<file path="src/rtl/regfile_scoreboard_pkg.sv">
// Shared widths, request payload and helpers for the register-file scoreboard.
package regfile_scoreboard_pkg;

  localparam int unsigned REG_ADDR_W    = 5;
  localparam int unsigned NUM_ARCH_REGS = 32;
  localparam int unsigned SB_CNT_W      = 2;
  localparam int unsigned INFLIGHT_W    = 7;
  localparam int unsigned STALL_W       = 16;

  typedef logic [REG_ADDR_W-1:0] reg_addr_t;

  // Decode-side request as seen by the scoreboard
  typedef struct packed {
    logic      valid;
    reg_addr_t rs1;
    reg_addr_t rs2;
    reg_addr_t rd;
    logic      uses_rs1;
    logic      uses_rs2;
    logic      writes_rd;
  } rv32_sb_req_t;

  // True when an operand slot refers to a tracked register (x0 never is)
  function automatic logic tracked(input logic used, input reg_addr_t addr);
    return used && (addr != '0);
  endfunction

endpackage

</file>
<file path="src/rtl/regfile_scoreboard_if.sv">
// Decode/issue handshake plus the writeback and flush observations.
interface regfile_scoreboard_if;
  import regfile_scoreboard_pkg::*;

  logic      id_valid;
  logic      id_ready;
  reg_addr_t id_rs1;
  reg_addr_t id_rs2;
  reg_addr_t id_rd;
  logic      id_uses_rs1;
  logic      id_uses_rs2;
  logic      id_writes_rd;
  logic      wb_valid;
  reg_addr_t wb_addr;
  logic      flush;

  modport master (
    output id_valid, id_rs1, id_rs2, id_rd, id_uses_rs1, id_uses_rs2, id_writes_rd,
    output wb_valid, wb_addr, flush,
    input  id_ready
  );

  modport slave (
    input  id_valid, id_rs1, id_rs2, id_rd, id_uses_rs1, id_uses_rs2, id_writes_rd,
    input  wb_valid, wb_addr, flush,
    output id_ready
  );

endinterface

</file>
<file path="src/rtl/sb_reg_counter.sv">
// Pending-write counter for one architectural register.
module sb_reg_counter #(
  parameter int unsigned CNT_W = 2
) (
  input  logic             clk,
  input  logic             resetn,
  input  logic             inc_i,
  input  logic             dec_i,
  input  logic             clr_i,
  output logic [CNT_W-1:0] count_o,
  output logic             nonzero_o,
  output logic             full_o,
  output logic             underflow_c_o
);

  localparam logic [CNT_W-1:0] CNT_MAX = '1;

  logic [CNT_W-1:0] count_q, count_d;
  logic             nonzero_q, full_q;

  // Next count: clear wins, inc+dec cancel, a decrement at zero only flags
  always_comb begin
    count_d       = count_q;
    underflow_c_o = 1'b0;
    if (clr_i) begin
      count_d = '0;
    end else if (inc_i && !dec_i) begin
      if (count_q != CNT_MAX) count_d = count_q + CNT_W'(1);
    end else if (dec_i && !inc_i) begin
      if (count_q == '0) underflow_c_o = 1'b1;
      else               count_d = count_q - CNT_W'(1);
    end
  end

  // Count and its decoded flags are all registered
  always_ff @(posedge clk or negedge resetn) begin
    if (!resetn) begin
      count_q   <= '0;
      nonzero_q <= 1'b0;
      full_q    <= 1'b0;
    end else begin
      count_q   <= count_d;
      nonzero_q <= (count_d != '0);
      full_q    <= (count_d == CNT_MAX);
    end
  end

  assign count_o   = count_q;
  assign nonzero_o = nonzero_q;
  assign full_o    = full_q;

endmodule

</file>
<file path="src/rtl/regfile_scoreboard.sv">
// In-order issue scoreboard: holds decode while a source is pending or rd is saturated.
module regfile_scoreboard
  import regfile_scoreboard_pkg::*;
#(
  parameter int unsigned NUM_REGS = NUM_ARCH_REGS,
  parameter int unsigned CNT_W    = SB_CNT_W
) (
  input  logic                  clk,
  input  logic                  resetn,
  regfile_scoreboard_if.slave   sb_if,
  output logic [NUM_REGS-1:0]   busy_vec_o,
  output logic [INFLIGHT_W-1:0] inflight_o,
  output logic [STALL_W-1:0]    stall_cycles_o,
  output logic                  err_underflow_o
);

  localparam logic [STALL_W-1:0] STALL_MAX = '1;

  rv32_sb_req_t req;

  logic [CNT_W-1:0]    cnt [NUM_REGS];
  logic [NUM_REGS-1:0] nonzero;
  logic [NUM_REGS-1:0] full;
  logic [NUM_REGS-1:0] uflow;

  logic hz_src, hz_dst;
  logic issue_fire, track_inc, wb_dec, err_hit, dec_ok;

  logic [INFLIGHT_W-1:0] inflight_q, inflight_d;
  logic [STALL_W-1:0]    stall_q, stall_d;
  logic                  err_q, err_d;

  // Pack the decode fields into the request payload
  assign req = '{valid:     sb_if.id_valid,
                 rs1:       sb_if.id_rs1,
                 rs2:       sb_if.id_rs2,
                 rd:        sb_if.id_rd,
                 uses_rs1:  sb_if.id_uses_rs1,
                 uses_rs2:  sb_if.id_uses_rs2,
                 writes_rd: sb_if.id_writes_rd};

  // x0 has no storage and is never busy
  assign cnt[0]     = '0;
  assign nonzero[0] = 1'b0;
  assign full[0]    = 1'b0;
  assign uflow[0]   = 1'b0;

  // Hazards come only from registered counters, so a same-cycle writeback never bypasses
  assign hz_src = (tracked(req.uses_rs1, req.rs1) && (cnt[req.rs1] != '0)) ||
                  (tracked(req.uses_rs2, req.rs2) && (cnt[req.rs2] != '0));
  assign hz_dst = tracked(req.writes_rd, req.rd) && full[req.rd];

  assign sb_if.id_ready = !hz_src && !hz_dst && !sb_if.flush;

  assign issue_fire = req.valid && sb_if.id_ready;
  assign track_inc  = issue_fire && tracked(req.writes_rd, req.rd);
  assign wb_dec     = sb_if.wb_valid && (sb_if.wb_addr != '0) && !sb_if.flush;
  assign err_hit    = |uflow;
  assign dec_ok     = wb_dec && !err_hit;

  // One pending-write counter per tracked register
  for (genvar i = 1; i < NUM_REGS; i++) begin : g_cnt
    logic inc, dec;
    assign inc = track_inc && (req.rd == REG_ADDR_W'(i));
    assign dec = wb_dec && (sb_if.wb_addr == REG_ADDR_W'(i));

    sb_reg_counter #(.CNT_W(CNT_W)) u_cnt (
      .clk          (clk),
      .resetn       (resetn),
      .inc_i        (inc),
      .dec_i        (dec),
      .clr_i        (sb_if.flush),
      .count_o      (cnt[i]),
      .nonzero_o    (nonzero[i]),
      .full_o       (full[i]),
      .underflow_c_o(uflow[i])
    );
  end

  // Inflight tracks issue/retire deltas; stall count saturates; error is sticky
  always_comb begin
    inflight_d = inflight_q;
    stall_d    = stall_q;
    err_d      = err_q;
    if (sb_if.flush) begin
      inflight_d = '0;
    end else begin
      inflight_d = inflight_q + INFLIGHT_W'(track_inc) - INFLIGHT_W'(dec_ok);
    end
    if (req.valid && !sb_if.id_ready && (stall_q != STALL_MAX)) begin
      stall_d = stall_q + STALL_W'(1);
    end
    if (err_hit) err_d = 1'b1;
  end

  // Status registers
  always_ff @(posedge clk or negedge resetn) begin
    if (!resetn) begin
      inflight_q <= '0;
      stall_q    <= '0;
      err_q      <= 1'b0;
    end else begin
      inflight_q <= inflight_d;
      stall_q    <= stall_d;
      err_q      <= err_d;
    end
  end

  assign busy_vec_o      = nonzero;
  assign inflight_o      = inflight_q;
  assign stall_cycles_o  = stall_q;
  assign err_underflow_o = err_q;

endmodule
</file>
<file path="src/flat_wrapper.sv">
// flat-port wrapper written by rule: the top's interface ports become plain ports
module regfile_scoreboard_flat import regfile_scoreboard_pkg::*;
#(
  parameter int unsigned NUM_REGS = NUM_ARCH_REGS,
  parameter int unsigned CNT_W    = SB_CNT_W
)
  (clk, resetn, busy_vec_o, inflight_o, stall_cycles_o, err_underflow_o, sb_if_id_valid, sb_if_id_rs1, sb_if_id_rs2, sb_if_id_rd, sb_if_id_uses_rs1, sb_if_id_uses_rs2, sb_if_id_writes_rd, sb_if_wb_valid, sb_if_wb_addr, sb_if_flush, sb_if_id_ready);
  regfile_scoreboard_if sb_if_i ();
  input  logic clk;
  input  logic resetn;
  output logic [NUM_REGS-1:0] busy_vec_o;
  output logic [INFLIGHT_W-1:0] inflight_o;
  output logic [STALL_W-1:0] stall_cycles_o;
  output logic err_underflow_o;
  input wire logic [$bits(sb_if_i.id_valid)-1:0] sb_if_id_valid;
  input wire logic [$bits(sb_if_i.id_rs1)-1:0] sb_if_id_rs1;
  input wire logic [$bits(sb_if_i.id_rs2)-1:0] sb_if_id_rs2;
  input wire logic [$bits(sb_if_i.id_rd)-1:0] sb_if_id_rd;
  input wire logic [$bits(sb_if_i.id_uses_rs1)-1:0] sb_if_id_uses_rs1;
  input wire logic [$bits(sb_if_i.id_uses_rs2)-1:0] sb_if_id_uses_rs2;
  input wire logic [$bits(sb_if_i.id_writes_rd)-1:0] sb_if_id_writes_rd;
  input wire logic [$bits(sb_if_i.wb_valid)-1:0] sb_if_wb_valid;
  input wire logic [$bits(sb_if_i.wb_addr)-1:0] sb_if_wb_addr;
  input wire logic [$bits(sb_if_i.flush)-1:0] sb_if_flush;
  output wire logic [$bits(sb_if_i.id_ready)-1:0] sb_if_id_ready;
  assign sb_if_i.id_valid = sb_if_id_valid;
  assign sb_if_i.id_rs1 = sb_if_id_rs1;
  assign sb_if_i.id_rs2 = sb_if_id_rs2;
  assign sb_if_i.id_rd = sb_if_id_rd;
  assign sb_if_i.id_uses_rs1 = sb_if_id_uses_rs1;
  assign sb_if_i.id_uses_rs2 = sb_if_id_uses_rs2;
  assign sb_if_i.id_writes_rd = sb_if_id_writes_rd;
  assign sb_if_i.wb_valid = sb_if_wb_valid;
  assign sb_if_i.wb_addr = sb_if_wb_addr;
  assign sb_if_i.flush = sb_if_flush;
  assign sb_if_id_ready = sb_if_i.id_ready;
  regfile_scoreboard #(.NUM_REGS(NUM_REGS), .CNT_W(CNT_W)) u_core (.clk(clk), .resetn(resetn), .sb_if(sb_if_i), .busy_vec_o(busy_vec_o), .inflight_o(inflight_o), .stall_cycles_o(stall_cycles_o), .err_underflow_o(err_underflow_o));
endmodule
</file>
<file path="config.mk">
export PLATFORM = sky130hd
export DESIGN_NAME = regfile_scoreboard_flat
export DESIGN_NICKNAME = d
export VERILOG_FILES = /design/src/rtl/regfile_scoreboard_pkg.sv /design/src/rtl/regfile_scoreboard_if.sv /design/src/rtl/sb_reg_counter.sv /design/src/rtl/regfile_scoreboard.sv /design/src/flat_wrapper.sv
export SDC_FILE = /design/constraint.sdc
export NUM_CORES = 1
export LEC_CHECK = 0
export BUFFER_PORTS_ARGS = -buffer_cell sky130_fd_sc_hd__buf_2
export CAP_MARGIN = 20
export CORE_UTILIZATION = 43
export DETAILED_ROUTE_END_ITERATION = 12
export GPL_ROUTABILITY_DRIVEN = 0
export GPL_TIMING_DRIVEN = 0
export PLACE_DENSITY = 0.7
export SLEW_MARGIN = 5
export SYNTH_ARGS = -nofsm -noshare
export SYNTH_HDL_FRONTEND = slang
export SYNTH_HIERARCHICAL = 1
export SYNTH_SLANG_ARGS = --single-unit
</file>
<file path="constraint.sdc">
create_clock -name clk -period 15.3 [get_ports clk]
set_input_delay 2.295 -clock clk [delete_from_list [all_inputs] [get_ports clk]]
set_output_delay 2.295 -clock clk [all_outputs]
set_load 0.01 [all_outputs]
</file>
* Word-level counts from Yosys, hierarchy flattened *
Cells that the tools add are included.

word-level totals
  register bits after elaboration = 148
  logic and storage cells = 855

operators by class
  add/subtract/negate cells = 65
  order comparisons = 3
  equal/unequal tests = 125
  multiplexer cells = 288
  bitwise logic cells = 2
  reduce and logical (&&, ||, !) cells = 276

operators with widths
  operator                                                  number
  two-way mux 2 bit                                         159
  == test 5 bit, second input constant                      32
  logical AND 1 bit                                         139
  two-way mux 1 bit                                         125
  == test 5 x 4 -> 1 bit, second input constant             16
  zero test 1 bit                                           67
  nonzero test 2 bit                                        33
  adder 2 x 1 -> 2 bit, second input constant               31
  == test 2 bit, second input constant                      31
  zero test 2 bit                                           31
  inequality test 2 bit, second input constant              31
  subtractor 2 x 1 -> 2 bit, second input constant          31
  == test 5 x 3 -> 1 bit, second input constant             8
  OR reduction 31 bit                                       1
  binary-select mux 2 bit (select 5 bit)                    2
  == test 5 x 2 -> 1 bit, second input constant             4
  nonzero test 5 bit                                        4
  adder 16 x 1 -> 16 bit, second input constant             1
  inequality test 16 bit, second input constant             1
  greater-or-equal comparator 6 bit, second input constant  2
  inverter 5 -> 6 bit                                       2
  == test 5 x 1 -> 1 bit, second input constant             2
  adder 7 x 1 -> 7 bit                                      1
  two-way mux 7 bit                                         1
  other kinds (4)                                           4

* Depth between registers and ports, before layout *
Gate-level depths: netlist of the first run.

  word-level depth = 23
  depth in mapped cells = 25

* By module *
Netlist of the first run, hierarchy kept.

modules (own cells, without submodules)
  module              times used  cells an instance  area each (um^2)
  sb_reg_counter      31          18                 187.7
  regfile_scoreboard  1           383                2952.8

* Least setup slack after synthesis of the first run *
Ideal clock, no wire load.

  path type = input to register
  start point = input port sb_if_id_rd[1]
  end point = register u_core.inflight_q[6] (netlist: u_core/inflight_o[6])
  library setup time = 131 ps
  arrival time = 7211 ps
  data required time = 15169 ps
  setup slack = 7958 ps
  cell stages on the path = 23
  path buffers = 3
  cells stage by stage = clkbuf_1 -> buf_2 -> mux4_2 -> a211oi_2 -> o21ai_1 -> a32o_1 -> or4_4 -> buf_6 -> nor4b_1 -> nor4_1 -> nor4_1 -> nand4_1 -> nor4_1 -> ha_1 -> inv_1 -> ha_1 -> fa_1 -> a21o_1 -> a21oi_1 -> o21bai_1 -> a21oi_1 -> xnor2_1 -> nor2_1

between the ends
  word-level cells in the longest chain between the ends = 19
  elaborated cells on any way between the ends = 264

RTL lines
  element                                                                       line                                                    source
  start, declared                                                               flat_wrapper.sv:18                                      input wire logic [$bits(sb_if_i.id_rd)-1:0] sb_if_id_rd;
  binary-select mux 1 bit (select 5 bit) or nonzero test 5 bit (tied branches)  regfile_scoreboard.sv:51, regfile_scoreboard_pkg.sv:25
  two-way mux 1 bit (not written as such) or logical AND 1 bit (tied branches)  regfile_scoreboard.sv:51, regfile_scoreboard_pkg.sv:25
  logical AND 1 bit                                                             regfile_scoreboard.sv:51                                assign hz_dst = tracked(req.writes_rd, req.rd) && full[req.rd];
  zero test 1 bit                                                               regfile_scoreboard.sv:53                                assign sb_if.id_ready = !hz_src && !hz_dst && !sb_if.flush;
  logical AND 1 bit (2 in series)                                               regfile_scoreboard.sv:53
  logical AND 1 bit                                                             regfile_scoreboard.sv:55                                assign issue_fire = req.valid && sb_if.id_ready;
  logical AND 1 bit                                                             regfile_scoreboard.sv:56                                assign track_inc = issue_fire && tracked(req.writes_rd, req.rd);
  logical AND 1 bit *                                                           regfile_scoreboard.sv:64                                assign inc = track_inc && (req.rd == REG_ADDR_W'(i));
  via u_core.g_cnt[8].inc                                                       regfile_scoreboard.sv:63                                logic inc, dec;
  (+4 left out)                                                                 --
  two-way mux 1 bit *                                                           sb_reg_counter.sv:25                                    if (clr_i) begin
  via u_core.uflow[8]                                                           regfile_scoreboard.sv:24                                logic [NUM_REGS-1:0] uflow;
  OR reduction 31 bit *                                                         regfile_scoreboard.sv:58                                assign err_hit = |uflow;
  zero test 1 bit *                                                             regfile_scoreboard.sv:59                                assign dec_ok = wb_dec && !err_hit;
  logical AND 1 bit *                                                           regfile_scoreboard.sv:59
  subtractor 7 x 1 -> 7 bit *                                                   regfile_scoreboard.sv:88                                inflight_d = inflight_q + INFLIGHT_W'(track_inc) - INFLIGHT_W'(dec_ok);
  two-way mux 7 bit *                                                           regfile_scoreboard.sv:85                                if (sb_if.flush) begin
  via u_core.inflight_d[6]                                                      regfile_scoreboard.sv:29                                logic [INFLIGHT_W-1:0] inflight_q, inflight_d;
  end signal, assigned                                                          regfile_scoreboard.sv:103                               inflight_q <= inflight_d;
  end, declared                                                                 regfile_scoreboard.sv:29

Mark *: on every way through the listed nets, which the timed path passes. The rest lies on a longest branch. The select of a mux whose other input is x is not followed.
A chain may end at the register's enable or synchronous reset.

* Worst setup path in the final report of the first run *
Ends and elaborated chain as after synthesis.

==> results of run 1 <==
[report_power, final]
part,total (W),switching (W),internal [W]
clock,0.000401,0.000166,0.000236
combinational,0.000164,0.0000978,0.0000664
sequential,0.000427,0.0000167,0.000410
[flip-flops by register name, summed over array words and instances (netlist names)]
name                          count
u_core/err_underflow_o            1
u_core/g_cnt.u_cnt/count_o       62
u_core/inflight_o                 7
u_core/g_cnt.u_cnt/nonzero_o     31
u_core/stall_cycles_o            16
u_core/g_cnt.u_cnt/full_o        31
[kinds of logic after synthesis]
family / synth area share, %
simple gates: 26.76
compound gates: 19.49
flops: 42.23
buf+inv: 3.409
mux: 4.807
xor+xnor: 1.897
fa+ha+maj: 1.370
other cells: 0.04275
[worst min-delay path by stage]
| stage | from | endpoint | cells after the start |
|---|---|---|---|
| global placement | u_core/err_underflow_o | u_core/err_underflow_o | 1 |
| CTS | u_core/err_underflow_o | u_core/err_underflow_o | 1 |
| finish | u_core/err_underflow_o | u_core/err_underflow_o | 1 |
| floorplan | u_core/err_underflow_o | u_core/err_underflow_o | 1 |
| detailed placement | u_core/err_underflow_o | u_core/err_underflow_o | 1 |
| global route | u_core/err_underflow_o | u_core/err_underflow_o | 1 |
[final cells by class]
class                           count  share of cell area (%)
Antenna cell                        1                 0.02471
Buffer                             26                   1.322
Clock buffer                       20                   4.608
Clock inverter                     12                   1.025
Inverter                           44                   1.631
Multi-Input combinational cell    723                   47.08
Sequential cell                   148                   36.57
Tap cell                          265                   3.274
Timing Repair Buffer               78                   4.460
[cell usage in the layout, fill, tap and decap left out, drive strengths merged, types with 4 or more instances in the layout]
cell type,count
clkinv,4
nor4,48
ha,8
nor3,68
clkinvlp,6
buf,91
nand2,55
xnor2,6
inv,45
nor2b,9
a211oi,6
nand4,5
and2b,31
o21ai,39
and2,4
nand3,12
and3,5
nor3b,10
or2,32
dfrtp,148
mux2i,5
a221oi,31
a21bo,31
xor2,13
a21oi,106
nand2b,38
nor2,111
mux4,15
clkbuf,33
[per-layer routing]
layer | wire length (um) | global-route usage, %
met5 | 0 | 0
met4 | 446 | 6.814
met3 | 1577 | 5.923
met2 | 11020 | 37.55
met1 | 10520 | 31.69
[metrics by stage]
stage          total power (W)  utilization [%]
2_1_floorplan        0.0005333                -
3_3_place_gp         0.0005906            48.09
3_5_place_dp         0.0005968            48.45
4_1_cts               0.001002            51.35
5_1_grt               0.001041            51.35
6_report             0.0009922            51.36
[worst reg2reg max path: stages, from the launching register on]
cell and delay (ns):
dfrtp_1 0.41, nor2_1 0.20, mux4_2 0.31, nor3b_1 0.05
a2111oi_0 0.45, a2111oi_2 0.19, or4_4 0.61, buf_6 0.17
nor4b_1 1.00, nor4_1 0.17, nor4_1 0.50, nand4_1 0.25
nor4_1 0.36, ha_1 0.18, inv_1 0.04, ha_1 0.20
fa_1 0.41, a21o_1 0.19, a21oi_1 0.23, o21bai_1 0.11
a21oi_1 0.19, xnor2_1 0.13, nor2_1 0.05
==> impl_metrics.env, run 1 <==
export IMPL_drc=0
export IMPL_initial_core_util_pct=44.48
export IMPL_route_vias_total=7546
export IMPL_async_flop_share_pct=100.0
export IMPL_drv_slew=0
export IMPL_die_w_um=144.8
export IMPL_synth_most_common_cell="dfrtp_1"
export IMPL_drv_cap=0
export IMPL_holdBufCountCts=0
export IMPL_path_depth=23
export IMPL_clkLatencyLatePin_ns=0.42
export IMPL_p_leak_nw=4.372
export IMPL_overflow=0
export IMPL_routedWlPerCell_um=17.89
export IMPL_num_rows=51
export IMPL_ys_top_cells_by_area="dfrtp_1 (42%), a21oi_1 (6.0%), a221oi_2 (5.3%)"
export IMPL_crit_arrival_ns=8.91
export IMPL_worst_r2r_cell_count=22
export IMPL_final_cells=1317
export IMPL_cts_root_buf="clkbuf_16"
export IMPL_path_cells="clkbuf_1, buf_2, mux4_2, mux2i_1, o2111ai_1, a32o_1, or4_4, buf_6, nor4b_1, nor4_1, nor4_1, nand4_1, nor4_1, ha_1, inv_1, ha_1, fa_1, a21o_1, a21oi_1, o21bai_1, a21oi_1, xnor2_1, nor2_1"
export IMPL_tightest_slew_ns=1.250
export IMPL_syn_to_final_growth_pct=15.46
export IMPL_syn_area_sq_um=8771
export IMPL_post_cts_buffers=0
export IMPL_cts_resized=0
export IMPL_crit_path_max_incr_delay_ns=1.00
export IMPL_synth_cells=941
export IMPL_fin_crit_sh_pct=56.30
export IMPL_clk_pin_slew_ns=0.07
export IMPL_grt_max_degree=84
export IMPL_num_nets_final=1075
export IMPL_antenna_left=0
export IMPL_core_sq_um=19720
export IMPL_hold_viol_final=0
export IMPL_crit_path_end_kind="flip-flop"
export IMPL_synth_top_area_cell="dfrtp_1"
export IMPL_setup_viol=0
export IMPL_io_buffers=76
export IMPL_max_clock_path_buffers=2
export IMPL_synth_distinct_cells=61
export IMPL_synth_top_area_share_pct=42.23
export IMPL_placed_cells=1284
export IMPL_ir_worst_vdd_v=0.00007792
export IMPL_cts_inserted_buffers=17
export IMPL_crit_path_start="sb_if_id_rd[1]"
export IMPL_synth_edff_count=0
export IMPL_ys_seq_area_share_pct=42.23
export IMPL_max_freq_ghz=0.1161
export IMPL_crit_slowest_cell="nor4b_1"
export IMPL_power_density_nw_per_um2=97.98
export IMPL_hold_slack_ns=0.4716
export IMPL_dp_hpwl_um=17020
export IMPL_wl_um=23560
export IMPL_skew_ns=0.009447
export IMPL_synthFlopType="dfrtp_1"
export IMPL_setup_tns_final_ns=0
export IMPL_fp_dieH_um=144.8
export IMPL_worstSetupStartpointType="input port"
export IMPL_rsz0062_at_grt="false"
export IMPL_seq_area_sq_um=3704
export IMPL_grtUsageTotal_pct=23.59
export IMPL_first_pass_iters=5
export IMPL_worst_slack_ns=6.686
export IMPL_ys_ff_latch=148
export IMPL_place_ws_ns=6.433
export IMPL_drtIter0Drc=654
export IMPL_netlist_top_cells_count="dfrtp_1 (148), nor2_1 (111), a21oi_1 (106)"
export IMPL_setup_worst_path_class="in2reg"
export IMPL_timing_critical_path_mode_cell="nor4_1"
export IMPL_grt_pass1_vias=7152
export IMPL_syn_area_per_cell_sq_um=9.321
export IMPL_grt_pass1_wl_um=37290
export IMPL_cts_sink_count=148
export IMPL_yosysWarnings=6
export IMPL_r2r_end="u_core/inflight_o[6]"
export IMPL_multi_input_area_sq_um=4768
export IMPL_synth_nets=978
export IMPL_cp_required_ns=15.59
export IMPL_cts_tree="yes"
export IMPL_drive_gt1_share_pct=17.03
export IMPL_avgViaCountPerCell=5.730
export IMPL_rr_startpoint="u_core/g_cnt[10].u_cnt/count_o[1]"
export IMPL_hold_class="reg2reg"
export IMPL_antenna_found_initial=1
export IMPL_post_dp_cell_area_sq_um=9554
export IMPL_n_fill_cell=1835
export IMPL_max_slew_margin_pct=15.49
export IMPL_status="finished clean"
export IMPL_io_pins=85
export IMPL_period_needed_ns=8.614
export IMPL_worst_path_buf_inv=4
export IMPL_htree_levels=4
export IMPL_stdcell_area_sq_um=10130
export IMPL_reg2reg_slack_ns=8.76
export IMPL_cp_max_fo=10
export IMPL_die_area_sq_um=20970
export IMPL_crit_family="simple AND/OR/NAND/NOR gates"
export IMPL_endpoint="u_core/inflight_o[6]"
No activity file was read; power rests on OpenSTA's default activity.
==> inputs of run 2 (changes only) <==
- ABC_AREA: not set -> 1
- PLACE_DENSITY: 0.7 -> 0.69
- clock period: 15.3 -> 8.8 ns (I/O delays scaled with it)
==> run 2 against run 1 <==
  * Routed wire length rose by 31%
  * Final area increased by 22%
  * Worst setup slack lost 4.8 ns
  * Clock skew is 0.0036 ns higher
==> impl_metrics.env, run 2 <==
export IMPL_status="finished clean"
export IMPL_drive_gt1_share_pct=23.84
export IMPL_r2r_end="u_core/inflight_o[6]"
export IMPL_mostFrequentLayoutCell="nand2_1"
export IMPL_wl_um=30870
export IMPL_post_cts_buffers=0
export IMPL_antenna_left=0
export IMPL_power_density_nw_per_um2=147.5
export IMPL_synth_nets=1780
export IMPL_cp_max_fo=10
export IMPL_cp_required_ns=9.08
export IMPL_antennaDiodeCount=0
export IMPL_htree_levels=4
export IMPL_final_cell_mix="nand2_1 (528), nand3_1 (237), inv_1 (203)"
export IMPL_crit_arrival_ns=7.15
export IMPL_drtIter0Drc=1140
export IMPL_fp_dieH_um=160.9
export IMPL_synth_top_area_cell="dfrtp_1"
export IMPL_grt_pass1_wl_um=49930
export IMPL_die_w_um=160.9
export IMPL_synth_edff_count=0
export IMPL_ys_seq_area_share_pct=34.12
export IMPL_p_leak_nw=7.140
export IMPL_ys_ff_latch=148
export IMPL_holdBufCountCts=0
export IMPL_cts_resized=0
export IMPL_setup_viol=0
export IMPL_crit_path_end_kind="flip-flop"
export IMPL_worstHoldStart="u_core/stall_cycles_o[4]"
export IMPL_die_area_sq_um=25880
export IMPL_worst_slack_ns=1.931
export IMPL_initial_core_util_pct=44.25
export IMPL_place_ws_ns=1.681
export IMPL_max_clock_path_buffers=2
export IMPL_skew_ns=0.01302
export IMPL_drc=0
export IMPL_ir_worst_vdd_v=0.00009363
export IMPL_grt_pass1_vias=10070
export IMPL_synth_top_area_share_pct=34.12
export IMPL_dp_hpwl_um=22730
export IMPL_synthFlopType="dfrtp_1"
export IMPL_rr_startpoint="u_core/g_cnt[16].u_cnt/count_o[0]"
export IMPL_fin_crit_sh_pct=78.06
export IMPL_crit_path_max_incr_delay_ns=0.55
export IMPL_cts_inserted_buffers=17
export IMPL_clkLatencyLatePin_ns=0.44
export IMPL_cts_tree="yes"
export IMPL_post_dp_cell_area_sq_um=11710
export IMPL_rsz0062_at_grt="false"
export IMPL_io_buffers=82
export IMPL_max_freq_ghz=0.1456
export IMPL_period_needed_ns=6.869
export IMPL_setup_tns_final_ns=0
export IMPL_worstSetupStartpointType="input port"
export IMPL_syn_to_final_growth_pct=14.21
export IMPL_min_path_cells=2
export IMPL_synth_most_common_cell="nand2_1"
export IMPL_synth_cells=1743
export IMPL_ys_top_cells_by_area="dfrtp_1 (34%), nand2_1 (18%), nand3_1 (11%)"
export IMPL_largest_reg_flops=62
export IMPL_route_vias_total=11120
export IMPL_worst_r2r_cell_count=35
export IMPL_tightest_slew_ns=0.8790
export IMPL_setup_worst_path_class="in2reg"
export IMPL_reg2reg_slack_ns=2.92
export IMPL_stdcell_area_sq_um=12400
export IMPL_yosysWarnings=6
export IMPL_core_sq_um=24530
export IMPL_grt_max_degree=113
export IMPL_first_pass_iters=7
export IMPL_hold_class="reg2reg"
export IMPL_drv_slew=0
export IMPL_hold_slack_ns=0.5078
export IMPL_max_slew_margin_pct=40.86
export IMPL_io_pins=85
export IMPL_drv_cap=0
export IMPL_syn_area_sq_um=10860
export IMPL_timing_critical_path_mode_cell="nor2_1"
export IMPL_num_rows=57
export IMPL_antenna_found_initial=1
export IMPL_cts_sink_count=148
export IMPL_avgViaCountPerCell=5.094
export IMPL_clk_pin_slew_ns=0.07
export IMPL_async_flop_share_pct=100.0
export IMPL_hold_end="u_core/stall_cycles_o[4]"
export IMPL_synth_distinct_cells=33
export IMPL_crit_slowest_cell="nor2_1"
export IMPL_num_nets_final=1882
export IMPL_grtUsageTotal_pct=24.35
export IMPL_cts_root_buf="clkbuf_16"
export IMPL_syn_area_per_cell_sq_um=6.228
export IMPL_netlist_top_cells_count="nand2_1 (528), nand3_1 (237), inv_1 (203)"
export IMPL_overflow=0
export IMPL_routedWlPerCell_um=14.15
export IMPL_hold_viol_final=0
run 2: cell types whose count changed in the layout (fill, tap and decap cells not counted), moves of 31 or more:
| cell | delta |
|---|---|
| nand2_2 | +155 |
| a221oi_2 | -31 |
| nand3_1 | +225 |
| nand2b_1 | -38 |
| a21bo_1 | -31 |
| inv_2 | +126 |
| inv_1 | +159 |
| or2_1 | -31 |
| a21oi_1 | -87 |
| nor2_2 | +32 |
| nand2_1 | +473 |
| and2b_1 | -31 |
| nor4_1 | -43 |
| nor2_1 | +53 |
run 2: kinds of logic after synthesis:
kind of cell             count (synthesis)  synth area share [%]
buffers and inverters                  342                 12.02
AND/OR/NAND/NOR                       1195                 50.14
adder cells (fa/ha/maj)                  9                 1.107
other                                    1               0.03454
flip-flops                             148                 34.12
XOR/XNOR                                 8                0.6455
AO/OA/AOI/OAI                           40                 1.936
run 2: cell type report:
type,count,area (sq um)
repair buffers,83,450.4
well taps,324,405.4
clock inverters,14,247.7
fillers,2445,12140
inverters,331,1245
plain buffers,11,60.06
multi-input cells,1253,5847
clock buffers,18,439.2
flip-flops and latches,148,3704
run 2: stage by stage:
stage | utilization (%) | instances | power, W
2_1_floorplan | - | 1743 | 0.0008847
3_3_place_gp | 47.57 | 2149 | 0.0009674
3_5_place_dp | 47.74 | 2150 | 0.0009753
4_1_cts | 50.54 | 2182 | 0.001848
5_1_grt | 50.54 | 2182 | 0.001918
6_report | 50.54 | 2182 | 0.001829
run 2: critical path, delay by kind of cell:
| kind | cells | cell delay (ns) |
|---|---|---|
| XOR/XNOR | 1 | 0.18 |
| AND/OR/NAND/NOR | 19 | 3.48 |
| AO/OA/AOI/OAI | 4 | 0.75 |
| adder cells (fa/ha/maj) | 3 | 0.78 |
| buffers and inverters | 6 | 0.64 |
run 2: worst max-delay path by stage:
stage	start	endpoint	slack, ns	cells past startpoint
floorplan	sb_if_id_rd[0]	u_core/inflight_o[6]	3.52	31
global placement	sb_if_flush	u_core/inflight_o[6]	1.36	27
detailed placement	sb_if_id_rd[3]	u_core/inflight_o[6]	1.68	33
CTS	sb_if_id_rd[3]	u_core/inflight_o[6]	2.10	33
global route	sb_if_id_rd[3]	u_core/inflight_o[6]	1.63	33
finish	sb_if_id_rd[3]	u_core/inflight_o[6]	1.93	33
run 2: per-layer routing:
metal	global-route usage, %	up-vias	part of all wire (%)
met4	9.648	2	2.9
met3	4.236	55	7.1
met1	31.98	5088	44
li1	-	5556	-
met5	0	-	0.032
met2	39.67	414	46
run 2: where the power goes:
part	switching [W]	internal (W)
Sequential	0.0000191	0.000701
Clock	0.000321	0.000544
Combinational	0.000159	0.0000844
Total	0.000499	0.00133
